[src/rtl/vga_write_arbiter.sv]
`default_nettype none
// ============================================================================
// vga_write_arbiter : round-robin arbiter of three text-cell writers onto one
//                     registered VGA memory write port, with full-screen clear
// Revision 1.0
// ============================================================================
module vga_write_arbiter #(
  parameter int unsigned SCREEN_CELLS = 2400,
  parameter logic [15:0] CLEAR_DATA   = 16'h0000
) (
  input  logic        clk,
  input  logic        rst,
  input  logic [2:0]  req_valid,
  input  logic [35:0] req_addr,
  input  logic [47:0] req_data,
  output logic [2:0]  req_ready,
  input  logic        clear_start,
  output logic        clear_busy,
  output logic        clear_done,
  output logic        addr_err,
  output logic [11:0] vga_addr,
  output logic        vga_we,
  output logic [15:0] vga_data
);

  localparam logic [0:0]  ST_RUN     = 1'b0;
  localparam logic [0:0]  ST_CLEAR   = 1'b1;
  localparam logic [11:0] LAST_CELL  = 12'(SCREEN_CELLS - 1);
  localparam logic [12:0] CELL_LIMIT = 13'(SCREEN_CELLS);

  logic [0:0]  state_q, state_d;
  logic [11:0] k_q, k_d;
  logic [1:0]  last_grant_q, last_grant_d;
  logic        vga_we_q, vga_we_d;
  logic [11:0] vga_addr_q, vga_addr_d;
  logic [15:0] vga_data_q, vga_data_d;
  logic        clear_busy_q, clear_busy_d;
  logic        clear_done_q, clear_done_d;
  logic        addr_err_q, addr_err_d;

  logic        win_valid;
  logic [1:0]  win_idx;
  logic [11:0] win_addr;
  logic [15:0] win_data;
  logic        grant_en;

  // Requester index at offset `off` past the last grant, modulo 3.
  function automatic logic [1:0] rr_idx(input logic [1:0] lg, input logic [1:0] off);
    logic [2:0] s;
    s = {1'b0, lg} + {1'b0, off} + 3'd1;
    return (s >= 3'd3) ? 2'(s - 3'd3) : s[1:0];
  endfunction

  always_comb begin
    win_valid = 1'b0;
    win_idx   = 2'd0;
    for (int j = 0; j < 3; j++) begin
      if (!win_valid && req_valid[rr_idx(last_grant_q, 2'(j))]) begin
        win_valid = 1'b1;
        win_idx   = rr_idx(last_grant_q, 2'(j));
      end
    end
  end

  always_comb begin
    win_addr = req_addr[11:0];
    win_data = req_data[15:0];
    case (win_idx)
      2'd1: begin
        win_addr = req_addr[23:12];
        win_data = req_data[31:16];
      end
      2'd2: begin
        win_addr = req_addr[35:24];
        win_data = req_data[47:32];
      end
      default: ;
    endcase
  end

  // A clear request pre-empts arbitration in the cycle it is seen.
  assign grant_en  = (state_q == ST_RUN) && !clear_start && !rst && win_valid;
  assign req_ready = grant_en ? (3'b001 << win_idx) : 3'b000;

  always_comb begin
    state_d      = state_q;
    k_d          = k_q;
    last_grant_d = last_grant_q;
    vga_we_d     = 1'b0;
    vga_addr_d   = vga_addr_q;
    vga_data_d   = vga_data_q;
    clear_busy_d = 1'b0;
    clear_done_d = 1'b0;
    addr_err_d   = addr_err_q;

    if (state_q == ST_RUN) begin
      if (clear_start) begin
        state_d = ST_CLEAR;
        k_d     = 12'd0;
      end else if (grant_en) begin
        last_grant_d = win_idx;
        if ({1'b0, win_addr} < CELL_LIMIT) begin
          vga_we_d   = 1'b1;
          vga_addr_d = win_addr;
          vga_data_d = win_data;
        end else begin
          addr_err_d = 1'b1;
        end
      end
    end else begin
      vga_we_d     = 1'b1;
      vga_addr_d   = k_q;
      vga_data_d   = CLEAR_DATA;
      clear_busy_d = 1'b1;
      if (k_q == LAST_CELL) begin
        state_d      = ST_RUN;
        k_d          = 12'd0;
        clear_done_d = 1'b1;
      end else begin
        k_d = k_q + 12'd1;
      end
    end
  end

  always_ff @(posedge clk) begin
    if (rst) begin
      state_q      <= ST_RUN;
      k_q          <= 12'd0;
      last_grant_q <= 2'd2;
      vga_we_q     <= 1'b0;
      vga_addr_q   <= 12'd0;
      vga_data_q   <= 16'd0;
      clear_busy_q <= 1'b0;
      clear_done_q <= 1'b0;
      addr_err_q   <= 1'b0;
    end else begin
      state_q      <= state_d;
      k_q          <= k_d;
      last_grant_q <= last_grant_d;
      vga_we_q     <= vga_we_d;
      vga_addr_q   <= vga_addr_d;
      vga_data_q   <= vga_data_d;
      clear_busy_q <= clear_busy_d;
      clear_done_q <= clear_done_d;
      addr_err_q   <= addr_err_d;
    end
  end

  assign vga_we     = vga_we_q;
  assign vga_addr   = vga_addr_q;
  assign vga_data   = vga_data_q;
  assign clear_busy = clear_busy_q;
  assign clear_done = clear_done_q;
  assign addr_err   = addr_err_q;

endmodule
`default_nettype wire

[config.mk]
export PLATFORM = sky130hd
export DESIGN_NAME = vga_write_arbiter
export DESIGN_NICKNAME = d
export VERILOG_FILES = /design/src/rtl/vga_write_arbiter.sv
export SDC_FILE = /design/constraint.sdc
export NUM_CORES = 1
export LEC_CHECK = 0
export CORE_ASPECT_RATIO = 1.25
export CORE_MARGIN = 2
export CORE_UTILIZATION = 31
export CTS_CLUSTER_DIAMETER = 50
export DETAILED_ROUTE_END_ITERATION = 16
export PLACE_DENSITY = 0.63
export SYNTH_ARGS = -nofsm -noshare
export SYNTH_HDL_FRONTEND = slang
export SYNTH_SLANG_ARGS = --single-unit
[constraint.sdc]
create_clock -name clk -period 3.3 [get_ports clk]
set_input_delay 0.66 -clock clk [delete_from_list [all_inputs] [get_ports clk]]
set_output_delay 0.66 -clock clk [all_outputs]
set_load 0.03 [all_outputs]
## Word level (Yosys, flattened, before mapping)

Cells that the tools add are included.

| word-level totals | value |
|---|---|
| word-level logic and storage cells | 84 |
| input bits | 90 |
| bits in registers | 47 |

| operators by class | value |
|---|---|
| add/subtract/negate cells | 8 |
| reduce and logical (&&, ||, !) cells | 18 |
| $lt $le $gt $ge | 7 |
| shifts and indexed selects | 1 |
| muxes and demuxes | 34 |
| bitwise logic cells | 3 |
| equality and inequality tests | 4 |

Operators by type and width:

| cell | count |
|---|---|
| 12-bit two-way mux | 7 |
| 16-bit one-hot mux with 2 select lines | 1 |
| 12-bit one-hot mux with 2 select lines | 1 |
| 1-bit two-way mux | 15 |
| 12-bit by 1-bit adder with 12-bit output (second input constant) | 1 |
| 12-bit == test (second input constant) | 1 |
| 12-bit less-than comparator (second input constant) | 1 |
| 2-bit two-way mux | 6 |
| 3-bit by 2-bit greater-or-equal comparator with 1-bit output (second input constant) | 3 |
| 2-bit by 3-bit less-than comparator with 1-bit output (second input constant) | 3 |
| 3-bit AND reduction | 3 |
| 3-bit by 1-bit adder with 3-bit output (second input constant) | 2 |
| 1-bit binary-select mux with 2-bit select | 3 |
| 2-bit nonzero test | 3 |
| 2-bit subtractor (second input constant) | 3 |
| 1-bit logical AND | 5 |
| 1-bit logical NOT | 4 |
| 4-bit AND reduction | 1 |
| 2-bit OR reduction | 2 |
| 2-bit by 1-bit adder with 3-bit output (second input constant) | 1 |
| 2-bit by 2-bit adder with 3-bit output (second input constant) | 1 |
| 3-bit two-way mux | 1 |
| 1-bit NOT | 3 |
| 1-bit by 2-bit left shift with 3-bit output (first input constant) | 1 |
| other kinds (3) | 3 |

## Logic depth before layout (Yosys ltp)

| logic depth | value |
|---|---|
| depth in word-level cells | 19 |
| depth in mapped cells | 19 |

## Least setup slack after synthesis

Ideal clock, no wire load.

| timing | value |
|---|---|
| path type | reg2reg |
| start | reg last_grant_q[0] |
| end | reg vga_addr_q[8], in the netlist vga_addr[8] |
| setup time | 112 ps |
| data required time | 3188 ps |
| buffers on the path | 3 |
| cell stages (with the launch flop) | 16 |
| clock period less this slack | 3486 ps |
| arrival time | 3374 ps |
| path slack | -186 ps |
| path through | dfxtp_1 > inv_1 > ha_1 > buf_4 > a21bo_2 > a221oi_2 > nand2_1 > a21boi_0 > inv_1 > ha_1 > buf_4 > o21ai_0 > o311a_1 > buf_6 > nor3_1 > a2111oi_1 |

| between the ends | value |
|---|---|
| cells in the longest elaborated chain, start to end | 18 |

RTL lines:

| item | line | RTL |
|---|---|---|
| start, declared | 33 | `logic [1:0] last_grant_q, last_grant_d;` |
| start signal, assigned | 139 | `last_grant_q <= last_grant_d;` |
| parallel branches: the longest is 11 deep, another holds 2-bit by 1-bit adder with 3-bit output | - |  |
| 2-bit two-way mux * | 58 | `if (!win_valid && req_valid[rr_idx(last_grant_q, 2'(j))]) begin` |
| via win_idx[0] | 42 | `logic [1:0] win_idx;` |
| 2-bit == test / 2-bit by 1-bit == test with 1-bit output (equally long branches) | 68 | `case (win_idx)` |
| 12-bit one-hot mux with 2 select lines * | 68 |  |
| parallel branches: the longest is 4 deep, another holds 12-bit less-than comparator | - |  |
| end signal, assigned | 141 | `vga_addr_q <= vga_addr_d;` |
| end, declared | 35 | `logic [11:0] vga_addr_q, vga_addr_d;` |

Mark *: on every way through the listed nets, which the timed path passes. The select of a mux whose other input is x is not followed.
A chain may end at the register's enable or synchronous reset.

## Worst setup path after layout

| timing | value |
|---|---|
| start | reg last_grant_q[0] |
| end | out req_ready[1] |

| between the ends | value |
|---|---|
| cells in the longest elaborated chain, start to end | 14 |

RTL lines:

| item | line | RTL |
|---|---|---|
| parallel branches: the longest is 13 deep, another holds 2-bit by 1-bit adder with 3-bit output | - |  |
| 3-bit two-way mux * | 83 | `assign req_ready = grant_en ? (3'b001 << win_idx) : 3'b000;` |
| end, declared | 16 | `output logic [2:0] req_ready,` |

Every way passes the cells marked *. The select of a mux whose other input is x is not followed.

==> impl_metrics.env <==
export IMPL_status="finished clean"
export IMPL_fin_crit_sh_pct=98.6
export IMPL_fp_row_count=38
export IMPL_max_freq_ghz=0.307
export IMPL_cp_cell_sequence="inv_4 -> ha_4 -> a21bo_4 -> a221oi_4 -> inv_1 -> o21ai_2 -> nand2_2 -> ha_4 -> buf_6 -> buf_6 -> buf_12 -> and2_4 -> buf_6"
export IMPL_grt_pass1_vias=3016
export IMPL_setup_violations=0
export IMPL_slew_violations=0
export IMPL_place_congestion=0.860
export IMPL_synth_flop_cell="dfxtp_1"
export IMPL_detailed_place_hpwl_mm=7.12
export IMPL_synth_simple_area_share_pct=21.9
export IMPL_root_buffer="clkbuf_8"
export IMPL_crit_family="buffers and inverters"
export IMPL_synthCells=354
export IMPL_nets=609
export IMPL_ys_warnings_count=0
export IMPL_slowest_stage="dfxtp_2"
export IMPL_vias_per_cell=5.10
export IMPL_cts_buffers=5
export IMPL_n_antenna_cell=0
export IMPL_powerDensity_nw_per_um2=542
export IMPL_critPathMaxFanout=8
export IMPL_critPathRequiredTime_ns=2.64
export IMPL_synth_edf_count=0
export IMPL_postRouteAntennaNets=0
export IMPL_netlist_top_cells_area="dfxtp_1 35%, a22oi_1 7.7%, a21oi_1 6.3%"
export IMPL_crit_type="register to primary output"
export IMPL_track_usage_pct=19.3
export IMPL_overflow=0
export IMPL_maxCapViolCount=0
export IMPL_layout_drive_gt1_share_pct=23.2
export IMPL_rsz0062_at_grt="yes"
export IMPL_finish_utilization_pct=57.3
export IMPL_irDropWorstVdd_mv=0.223
export IMPL_dp_slack_ns=-0.687
export IMPL_fin_crit_ns=3.25
export IMPL_min_path_type="register to register"
export IMPL_die_area_um2=9520
export IMPL_synth_seq_cells=47
export IMPL_crit_top_cell="buf_6"
export IMPL_h_tree_depth=2
export IMPL_synth_xor_xnor_area_share_pct=0.646
export IMPL_synth_top_cell_by_area="dfxtp_1"
export IMPL_synthesis_area_um2=2710
export IMPL_synth_top_family_by_area="compound AO/OA/AOI/OAI gates"
export IMPL_fin_ws_ns=0.0454
export IMPL_wire_per_inst_um=16.1
export IMPL_first_pass_iters=4
export IMPL_cp_num_buf_inv=6
export IMPL_vias=3229
export IMPL_cts_max_path_buffers=2
export IMPL_io_buffers=124
export IMPL_yosysSeqAreaShare_pct=34.7
export IMPL_synthDistinctLibCells=46
export IMPL_arrival_ns=2.59
export IMPL_grt_max_degree=29
export IMPL_clk_latency_ns=0.31
export IMPL_antenna_found_initial=0
export IMPL_muxShareOfSynthArea_pct=0.369
export IMPL_synth_avg_cell_area_um2=7.66
export IMPL_syn_nets=451
export IMPL_worstSetupStartpointType="register"
export IMPL_tightest_slew_ns=1.15
export IMPL_drtIter0Drc=111
export IMPL_leakagePower_nw=1.78
export IMPL_synth_compound_area_share_pct=31.5
export IMPL_hold_viol_final=0
export IMPL_cts_sinks=47
export IMPL_die_h_um=109
export IMPL_remaining_drc_errors=0
export IMPL_core_area_um2=8610
export IMPL_critPathMaxStageDelay_ns=0.36
export IMPL_area_delta_synth_final_pct=81.8
export IMPL_clk_pin_slew_worst_paths_ns=0.09
export IMPL_routed_wl_mm=10.2
export IMPL_cts_tree="yes"
export IMPL_grt_pass1_wl_mm=14.8
export IMPL_die_x_um=87.7
export IMPL_skew_ns=0.0106
export IMPL_async_reset_ff_share_pct=0
export IMPL_end_kind="primary output"
export IMPL_ios=125
export IMPL_synth_adder_area_share_pct=3.23
export IMPL_start_util_pct=31.5
export IMPL_slew_limit_headroom_pct=22.7
export IMPL_cts_hold_buf=0
export IMPL_synth_top_area_share_pct=34.7
## where the power goes
group	internal [W]	total [W]	switching, W
clock network	0.000230	0.000448	0.000218
registers	0.000627	0.000669	0.0000414
logic	0.000772	0.00156	0.000784
## cell usage in the layout (no fill, tap or decap), types with 8 or more instances in the layout
cell / Yosys / layout
buf_6: 2 / 12
o21ai_0: 20 / 18
a22oi_1: 28 / 26
o211ai_1: 16 / 16
nand2_1: 43 / 42
a21oi_1: 34 / 31
dfxtp_1: 47 / 45
nor3_2: 0 / 8
nor2_1: 36 / 35
buf_4: 5 / 40
clkdlybuf4s50_1: 0 / 118
inv_1: 15 / 11
## per-stage QoR
step	TNS, ns	hold slack (ns)	total power, W	area (um^2)	instances
floorplan	0	0.455	0.00136	2730	354
global placement	-13.57	0.443	0.00183	4230	603
detailed placement	-17.07	0.448	0.00184	4230	603
CTS	0	0.461	0.00250	4640	627
global route	-2.16	0.481	0.00283	4930	633
finish	0	0.457	0.00267	4930	633
## synthesized netlist by cell type (3+ instances only)
| library cell | number |
|---|---|
| ha_1 | 7 |
| nor2b_1 | 3 |
| nand4_1 | 3 |
| dfxtp_1 | 47 |
| nand3_1 | 7 |
| inv_1 | 15 |
| and2_1 | 3 |
| nor3_1 | 17 |
| a2111oi_0 | 5 |
| nand2_1 | 43 |
| nand3b_1 | 3 |
| clkbuf_1 | 16 |
| o21ai_0 | 20 |
| o211ai_1 | 16 |
| a21oi_1 | 34 |
| buf_2 | 5 |
| a22oi_1 | 28 |
| nor2_1 | 36 |
| buf_4 | 5 |
| nor4_1 | 7 |
## sequential cells by signal (all words and copies together), names as in the netlist, 2 cells and up
name	count
vga_addr	12
vga_data	16
last_grant_q	2
k_q	12
## worst reg2reg max path: cells and delay by family, from the launching register on
kind | cells | cell delay (ns)
compound gates | 7 | 1.47
buf+inv | 6 | 0.66
fa+ha+maj | 2 | 0.53
flops | 1 | 0.36
simple gates | 1 | 0.13
## cells by family after synthesis
kind of cell               count (synthesis)
DFF                                       47
xor gates and xnor gates                   2
muxes                                      1
adders and majority gates                  7
AOI/OAI and AO/OA                        124
and+or+nand+nor                          128
buffers and inverters                     45
## area by class of cell
type	count	area (um^2)
fillers	758	3670
multi-input cells	262	1850
repair buffers	181	1810
flip-flops and latches	47	943
well taps	120	150
clock buffers	5	68.8
inverters	15	58.8
clock inverters	3	47.5
## path summary, 6_finish.rpt
kind,depth (start not counted),from,to,slack [ns]
hold reg to reg,2,vga_data[11],vga_data[11],0.46
setup reg to reg,16,last_grant_q[0],vga_addr[3],0.05
setup / recovery,13,last_grant_q[0],req_ready[1],0.05
hold / removal,2,vga_data[11],vga_data[11],0.46
## routing by layer
metal	track usage (%)	vias to the layer above	part of all wire [%]
li1	-	1602	-
met1	23.4	1499	40
met2	35.7	112	53
met3	1.60	16	5.0
met4	5.27	0	2.2
met5	0	-	0
## timing repair
action | CTS | global route
setup endpoints to repair | 30 | 30
gates resized for setup | 30 | 53
cloned | 2 | 2
pin swaps | 19 | 23
hold endpoints to repair | 0 | 0
setup buffers | 14 | 6
No activity file was read; power rests on OpenSTA's default activity.
